## src/rtl/vga_timing_ctrl_pkg.sv

```systemverilog
// Shared VGA timing constants, sync bundle type and window helper for the
// timing generator and the character renderer that must agree on offsets.
package vga_timing_ctrl_pkg;

  localparam int CNT_W        = 10;
  localparam int H_TOTAL_DEF  = 800;
  localparam int H_SYNC_DEF   = 96;
  localparam int H_ACT_ST_DEF = 143;
  localparam int V_TOTAL_DEF  = 525;
  localparam int V_SYNC_DEF   = 2;
  localparam int V_ACT_ST_DEF = 35;
  localparam int H_ACT        = 640;
  localparam int V_ACT        = 480;

  // Colour field positions inside the 12-bit {B,G,R} pixel word.
  localparam int COL_W = 4;
  localparam int R_LSB = 0;
  localparam int G_LSB = 4;
  localparam int B_LSB = 8;

  typedef struct packed {
    logic hs;
    logic vs;
    logic act;
  } sync_t;

  localparam sync_t SYNC_IDLE = '{hs: 1'b1, vs: 1'b1, act: 1'b0};

  function automatic logic in_window(input logic [CNT_W-1:0] cnt,
                                     input logic [CNT_W-1:0] first,
                                     input logic [CNT_W-1:0] last_excl);
    return (cnt >= first) && (cnt < last_excl);
  endfunction

endpackage

```

## src/rtl/clk_en_div.sv

```systemverilog
// Divides clk into a one-cycle pixel enable strobe every DIV cycles.
module clk_en_div #(
  parameter int DIV = 1
) (
  input  logic clk,
  input  logic rst,
  output logic pix_en
);

  localparam int CW = (DIV > 1) ? $clog2(DIV) : 1;
  localparam logic [CW-1:0] LAST = CW'(DIV - 1);

  logic [CW-1:0] div_cnt;

  // NOTE: sequential state uses non-blocking assignments so every flop samples pre-edge values.
  always_ff @(posedge clk) begin
    if (rst) begin
      div_cnt <= '0;
    end else if (div_cnt == LAST) begin
      div_cnt <= '0;
    end else begin
      div_cnt <= div_cnt + 1'b1;
    end
  end

  assign pix_en = !rst && (div_cnt == LAST);

endmodule

```

## src/rtl/vga_timing_ctrl.sv

```systemverilog
// 640x480 VGA timing generator: raw counters for the renderer, sync/active
// delay pipe matching renderer latency, and registered RGB/sync pins.
module vga_timing_ctrl
  import vga_timing_ctrl_pkg::*;
#(
  parameter int CLK_DIV  = 1,
  parameter int PIPE_DLY = 2,
  parameter int H_TOTAL  = H_TOTAL_DEF,
  parameter int H_SYNC   = H_SYNC_DEF,
  parameter int H_ACT_ST = H_ACT_ST_DEF,
  parameter int V_TOTAL  = V_TOTAL_DEF,
  parameter int V_SYNC   = V_SYNC_DEF,
  parameter int V_ACT_ST = V_ACT_ST_DEF
) (
  input  logic        clk,
  input  logic        rst,
  input  logic [11:0] pixel_in,
  output logic [9:0]  h_count,
  output logic [9:0]  v_count,
  output logic        pix_en,
  output logic        video_on,
  output logic        frame_start,
  output logic        hs,
  output logic        vs,
  output logic [3:0]  vga_r,
  output logic [3:0]  vga_g,
  output logic [3:0]  vga_b
);

  localparam logic [CNT_W-1:0] H_LAST  = CNT_W'(H_TOTAL - 1);
  localparam logic [CNT_W-1:0] V_LAST  = CNT_W'(V_TOTAL - 1);
  localparam logic [CNT_W-1:0] H_SYN_C = CNT_W'(H_SYNC);
  localparam logic [CNT_W-1:0] V_SYN_C = CNT_W'(V_SYNC);
  localparam logic [CNT_W-1:0] H_FIRST = CNT_W'(H_ACT_ST);
  localparam logic [CNT_W-1:0] H_END   = CNT_W'(H_ACT_ST + H_ACT);
  localparam logic [CNT_W-1:0] V_FIRST = CNT_W'(V_ACT_ST);
  localparam logic [CNT_W-1:0] V_END   = CNT_W'(V_ACT_ST + V_ACT);

  clk_en_div #(.DIV(CLK_DIV)) u_div (
    .clk    (clk),
    .rst    (rst),
    .pix_en (pix_en)
  );

  always_ff @(posedge clk) begin
    if (rst) begin
      h_count     <= '0;
      v_count     <= '0;
      frame_start <= 1'b0;
    end else begin
      frame_start <= 1'b0;
      if (pix_en) begin
        if (h_count == H_LAST) begin
          h_count <= '0;
          if (v_count == V_LAST) begin
            v_count     <= '0;
            frame_start <= 1'b1;
          end else begin
            v_count <= v_count + 1'b1;
          end
        end else begin
          h_count <= h_count + 1'b1;
        end
      end
    end
  end

  assign video_on = in_window(h_count, H_FIRST, H_END) && in_window(v_count, V_FIRST, V_END);

  sync_t raw;
  sync_t tail;

  assign raw = '{hs: (h_count >= H_SYN_C), vs: (v_count >= V_SYN_C), act: video_on};

  // The pipe lines the syncs up with pixels the renderer returns PIPE_DLY pixels late.
  generate
    if (PIPE_DLY == 0) begin : g_direct
      assign tail = raw;
    end else begin : g_pipe
      sync_t stage [PIPE_DLY];

      // NOTE: the few pipe stages are reset so no stale active flag leaks colour after reset.
      always_ff @(posedge clk) begin
        if (rst) begin
          for (int i = 0; i < PIPE_DLY; i++) stage[i] <= SYNC_IDLE;
        end else if (pix_en) begin
          stage[0] <= raw;
          for (int i = 1; i < PIPE_DLY; i++) stage[i] <= stage[i-1];
        end
      end

      assign tail = stage[PIPE_DLY-1];
    end
  endgenerate

  always_ff @(posedge clk) begin
    if (rst) begin
      hs    <= 1'b1;
      vs    <= 1'b1;
      vga_r <= '0;
      vga_g <= '0;
      vga_b <= '0;
    end else if (pix_en) begin
      hs    <= tail.hs;
      vs    <= tail.vs;
      vga_r <= tail.act ? pixel_in[R_LSB +: COL_W] : '0;
      vga_g <= tail.act ? pixel_in[G_LSB +: COL_W] : '0;
      vga_b <= tail.act ? pixel_in[B_LSB +: COL_W] : '0;
    end
  end

endmodule

```

## config.mk

```make
export PLATFORM = sky130hd
export DESIGN_NAME = vga_timing_ctrl
export DESIGN_NICKNAME = d
export VERILOG_FILES = /design/src/rtl/vga_timing_ctrl_pkg.sv /design/src/rtl/clk_en_div.sv /design/src/rtl/vga_timing_ctrl.sv
export SDC_FILE = /design/constraint.sdc
export NUM_CORES = 1
export LEC_CHECK = 0
export ABC_CLOCK_PERIOD_IN_PS = 3500
export CORE_ASPECT_RATIO = 0.9
export CORE_MARGIN = 4
export CORE_UTILIZATION = 49
export CTS_BUF_LIST = sky130_fd_sc_hd__clkbuf_2 sky130_fd_sc_hd__clkbuf_4 sky130_fd_sc_hd__clkbuf_8
export CTS_CLUSTER_DIAMETER = 120
export DETAILED_ROUTE_END_ITERATION = 8
export MAX_ROUTING_LAYER = met4
export PLACE_DENSITY_LB_ADDON = 0.2
export SYNTH_ARGS = -nofsm -noshare
export SYNTH_HDL_FRONTEND = slang
export SYNTH_SLANG_ARGS = --single-unit
```

## constraint.sdc

```tcl
create_clock -name clk -period 3.5 [get_ports clk]
set_input_delay 0.7 -clock clk [delete_from_list [all_inputs] [get_ports clk]]
set_output_delay 0.7 -clock clk [all_outputs]
set_load 0.01 [all_outputs]
```

==> impl_metrics.toml <==
[synthesis]
syn_area_per_cell_sq_um = 8.896
most_area_consuming_cells_after_synthesis = "dfxtp_1 (37%), edfxtp_1 (9.2%), nor2_1 (7.3%)"
synth_top_area_cell = "dfxtp_1"
netlist_cell_types = 43
synth_enable_flop_cells = 6
post_synth_mux_area_share_pct = 1.028
synth.yosys.warnings = 0
synth-async-reset-ratio_pct = 0
post_synth_top_area_share_pct = 36.99
synth_sequential_area_ratio_pct = 46.24
synthesis.nets = 238
synth_top_family_by_area = "simple AND/OR/NAND/NOR gates"
post_synth_fa_ha_maj_area_fraction_pct = 3.211
ys.flop_type = "dfxtp_1"
syn-cell-area_sq_um = 1948
syn-instance-count = 219
synthTopCellsByCount = "nor2_1 (38), dfxtp_1 (36), a21oi_1 (17)"
synth_compound_area_share_pct = 11.11
synthXorXnorAreaFrac_pct = 4.945
yosys.cell_count.top_type = "nor2_1"
yosys_register_bits = 42
post_synth_and_or_nand_nor_area_fraction_pct = 28.58

[power_and_ir_drop]
pwr_density_cell_nw_per_um2 = 367.6
totalPowerFinal_uw = 948.9
irDropWorstVdd_uv = 288.5
power_leakage_nw = 0.8853

[worst_setup_path]
critical_path.startpoint_type = "flop"
crit_fanout = 8
cp.depth = 5
timing.reg2reg.worst_path_depth = 5
end_kind = "output port"
worstPathRequired_ps = 2800
worst-endpoint-arrival_ps = 2410
worstPathCellList = "ha_1 -> or4_1 -> o32a_1 -> nor2_1 -> clkdlybuf4s50_1"
critical_path_class = "reg -> out"
critPathTopFamily = "simple AND/OR/NAND/NOR gates"
slowest_stage = "clkdlybuf4s50_1"
worst-path-buf-inv = 1
critical_path.max_stage_delay_ps = 550

[placed_design]
routabilityCongestion = 0.8057
io_buffers = 50
dp.final_hpwl_um = 2949
dp.cells = 307

[routing]
detailroute.via_count = 1704
wire_per_inst_um = 13.45
dr.first_iter.drc_count = 136
detail_route.vias_per_cell = 5.410
post-route-drc-count = 0
drtPass1Iterations = 4
detail_route.wirelength_um = 4236
detail-route-antenna-nets = 0

[outcome]
status = "finished, final reports clean"

[global_route]
antenna_found_initial = 0
gr-usage-all-layers_pct = 18.59
global_route_wire_length_before_repair_um = 7044
grt_overflow = 0
grt_max_degree = 35
grt_pass1_vias = 1538

[die]
design.portCount = 51
floorplan.die_area_sq_um = 5050
initial_standard_cell_utilization_of_the_core_pct = 51.49
die_h_um = 67.82
num_rows = 21
core_area_sq_um = 3784
die_w_um = 74.47

[cells_and_area]
post_layout_nonfiller_instances = 315
antenna-diode-count = 0
drive_gt1_share_pct = 6.691
layout.nets = 287
fillers = 320
syn_to_final_growth_pct = 32.50

[worst_hold_path]
worst_hold_path.num_cells = 2
worst_hold_path_type = "reg -> reg"

[clock_tree]
hold_buffers = 0
post_cts_resized = 0
cts_tree = "built"
clock_tree.buffer_depth = 2
cts-root-buf = "clkbuf_8"
numClockSinks = 42
numCtsBuffers = 5
worst_setup_hold_path_clk_slew_ps = 80
clk_latency_ps = 290
cts.htree.levels = 2
post-cts-setup-buffers = 0

[timing]
clk_skew_ps = 2.804
setup-violations-final = 0
grt_setup_unrepaired = "false"
fmax_mhz = 321.6
hold_violations = 0
final-max-slew-violation-count = 0
layout_worst_path_cycle_share_pct = 88.84
setup_total_negative_slack_ps = 0
layout_min_cycle_time_ps = 3110

[run]
max_cap_viols = 0
[tightest hold or removal path, cell delays in order (launching register included)]
cell	delay (ps)
edfxtp_1	330
mux2i_1	60
nand2_1	60
[layer usage]
layer	global-route usage, %	share of wire [%]	vias to the layer above
met5	-	0	-
met2	27.63	45	48
met3	4.112	6.3	5
met4	6.667	1.2	0
li1	-	-	858
met1	24.98	48	793
[worst paths after layout]
kind | startpoint | slack [ps] | endpoint
min | g_pipe.stage[0][4] | 470 | vs
max | v_count[1] | 390 | video_on
min reg2reg | g_pipe.stage[0][4] | 470 | vs
max reg2reg | h_count[0] | 1370 | v_count[4]
[through the flow]
| stage | utilization (%) | setup WS (ps) | hold slack [ps] | area [sq um] |
|---|---|---|---|---|
| floorplan | - | 1247 | 433.6 | 1948 |
| global placement | 65.21 | 732.9 | 444.3 | 2467 |
| detailed placement | 65.21 | 701.1 | 450.0 | 2467 |
| CTS | 68.22 | 394.7 | 470.0 | 2581 |
| global route | 68.22 | 286.0 | 494.4 | 2581 |
| finish | 68.22 | 390.5 | 467.8 | 2581 |
[registers in the layout (all words and copies together), names as in the netlist, 4 cells and up]
name          flops
g_pipe.stage      6
h_count          10
v_count          10
vga_b             4
vga_g             4
vga_r             4
[cells in the final DEF, fill, tap and decap left out, drive strengths merged, types with 2 or more instances in the layout]
cell type / n
nand4: 9
dfxtp: 36
nor3: 4
ha: 5
inv: 10
clkbuf: 6
a22oi: 3
clkdlybuf4s50: 50
nor2b: 2
nor2: 38
a21oi: 17
or3: 14
nand3: 6
edfxtp: 6
nand2: 16
mux2i: 2
o21ai: 9
nor4: 3
o31ai: 2
buf: 2
xnor2: 9
xor2: 2
[report_power, final]
group	switching, mW	total (mW)	internal (mW)
logic	0.0297	0.0615	0.0318
clock network	0.163	0.384	0.221
registers	0.00695	0.504	0.497
total	0.200	0.949	0.749
[cell type report]
cell class | count | area, sq um | area share, %
Timing Repair Buffer | 52 | 515.5 | 19.97
Multi-Input combinational cell | 157 | 955.9 | 37.03
Inverter | 10 | 37.54 | 1.454
Tap cell | 46 | 57.56 | 2.230
Sequential cell | 42 | 900.9 | 34.90
Clock buffer | 6 | 76.32 | 2.957
Clock inverter | 2 | 37.54 | 1.454
[kinds of logic after synthesis]
family | Yosys count
AO/OA/AOI/OAI | 35
XOR/XNOR | 11
adder cells (fa/ha/maj) | 5
buffers and inverters | 20
flip-flops | 42
multiplexers | 2
other | 1
AND/OR/NAND/NOR | 103
No activity file was read; power rests on OpenSTA's default activity.
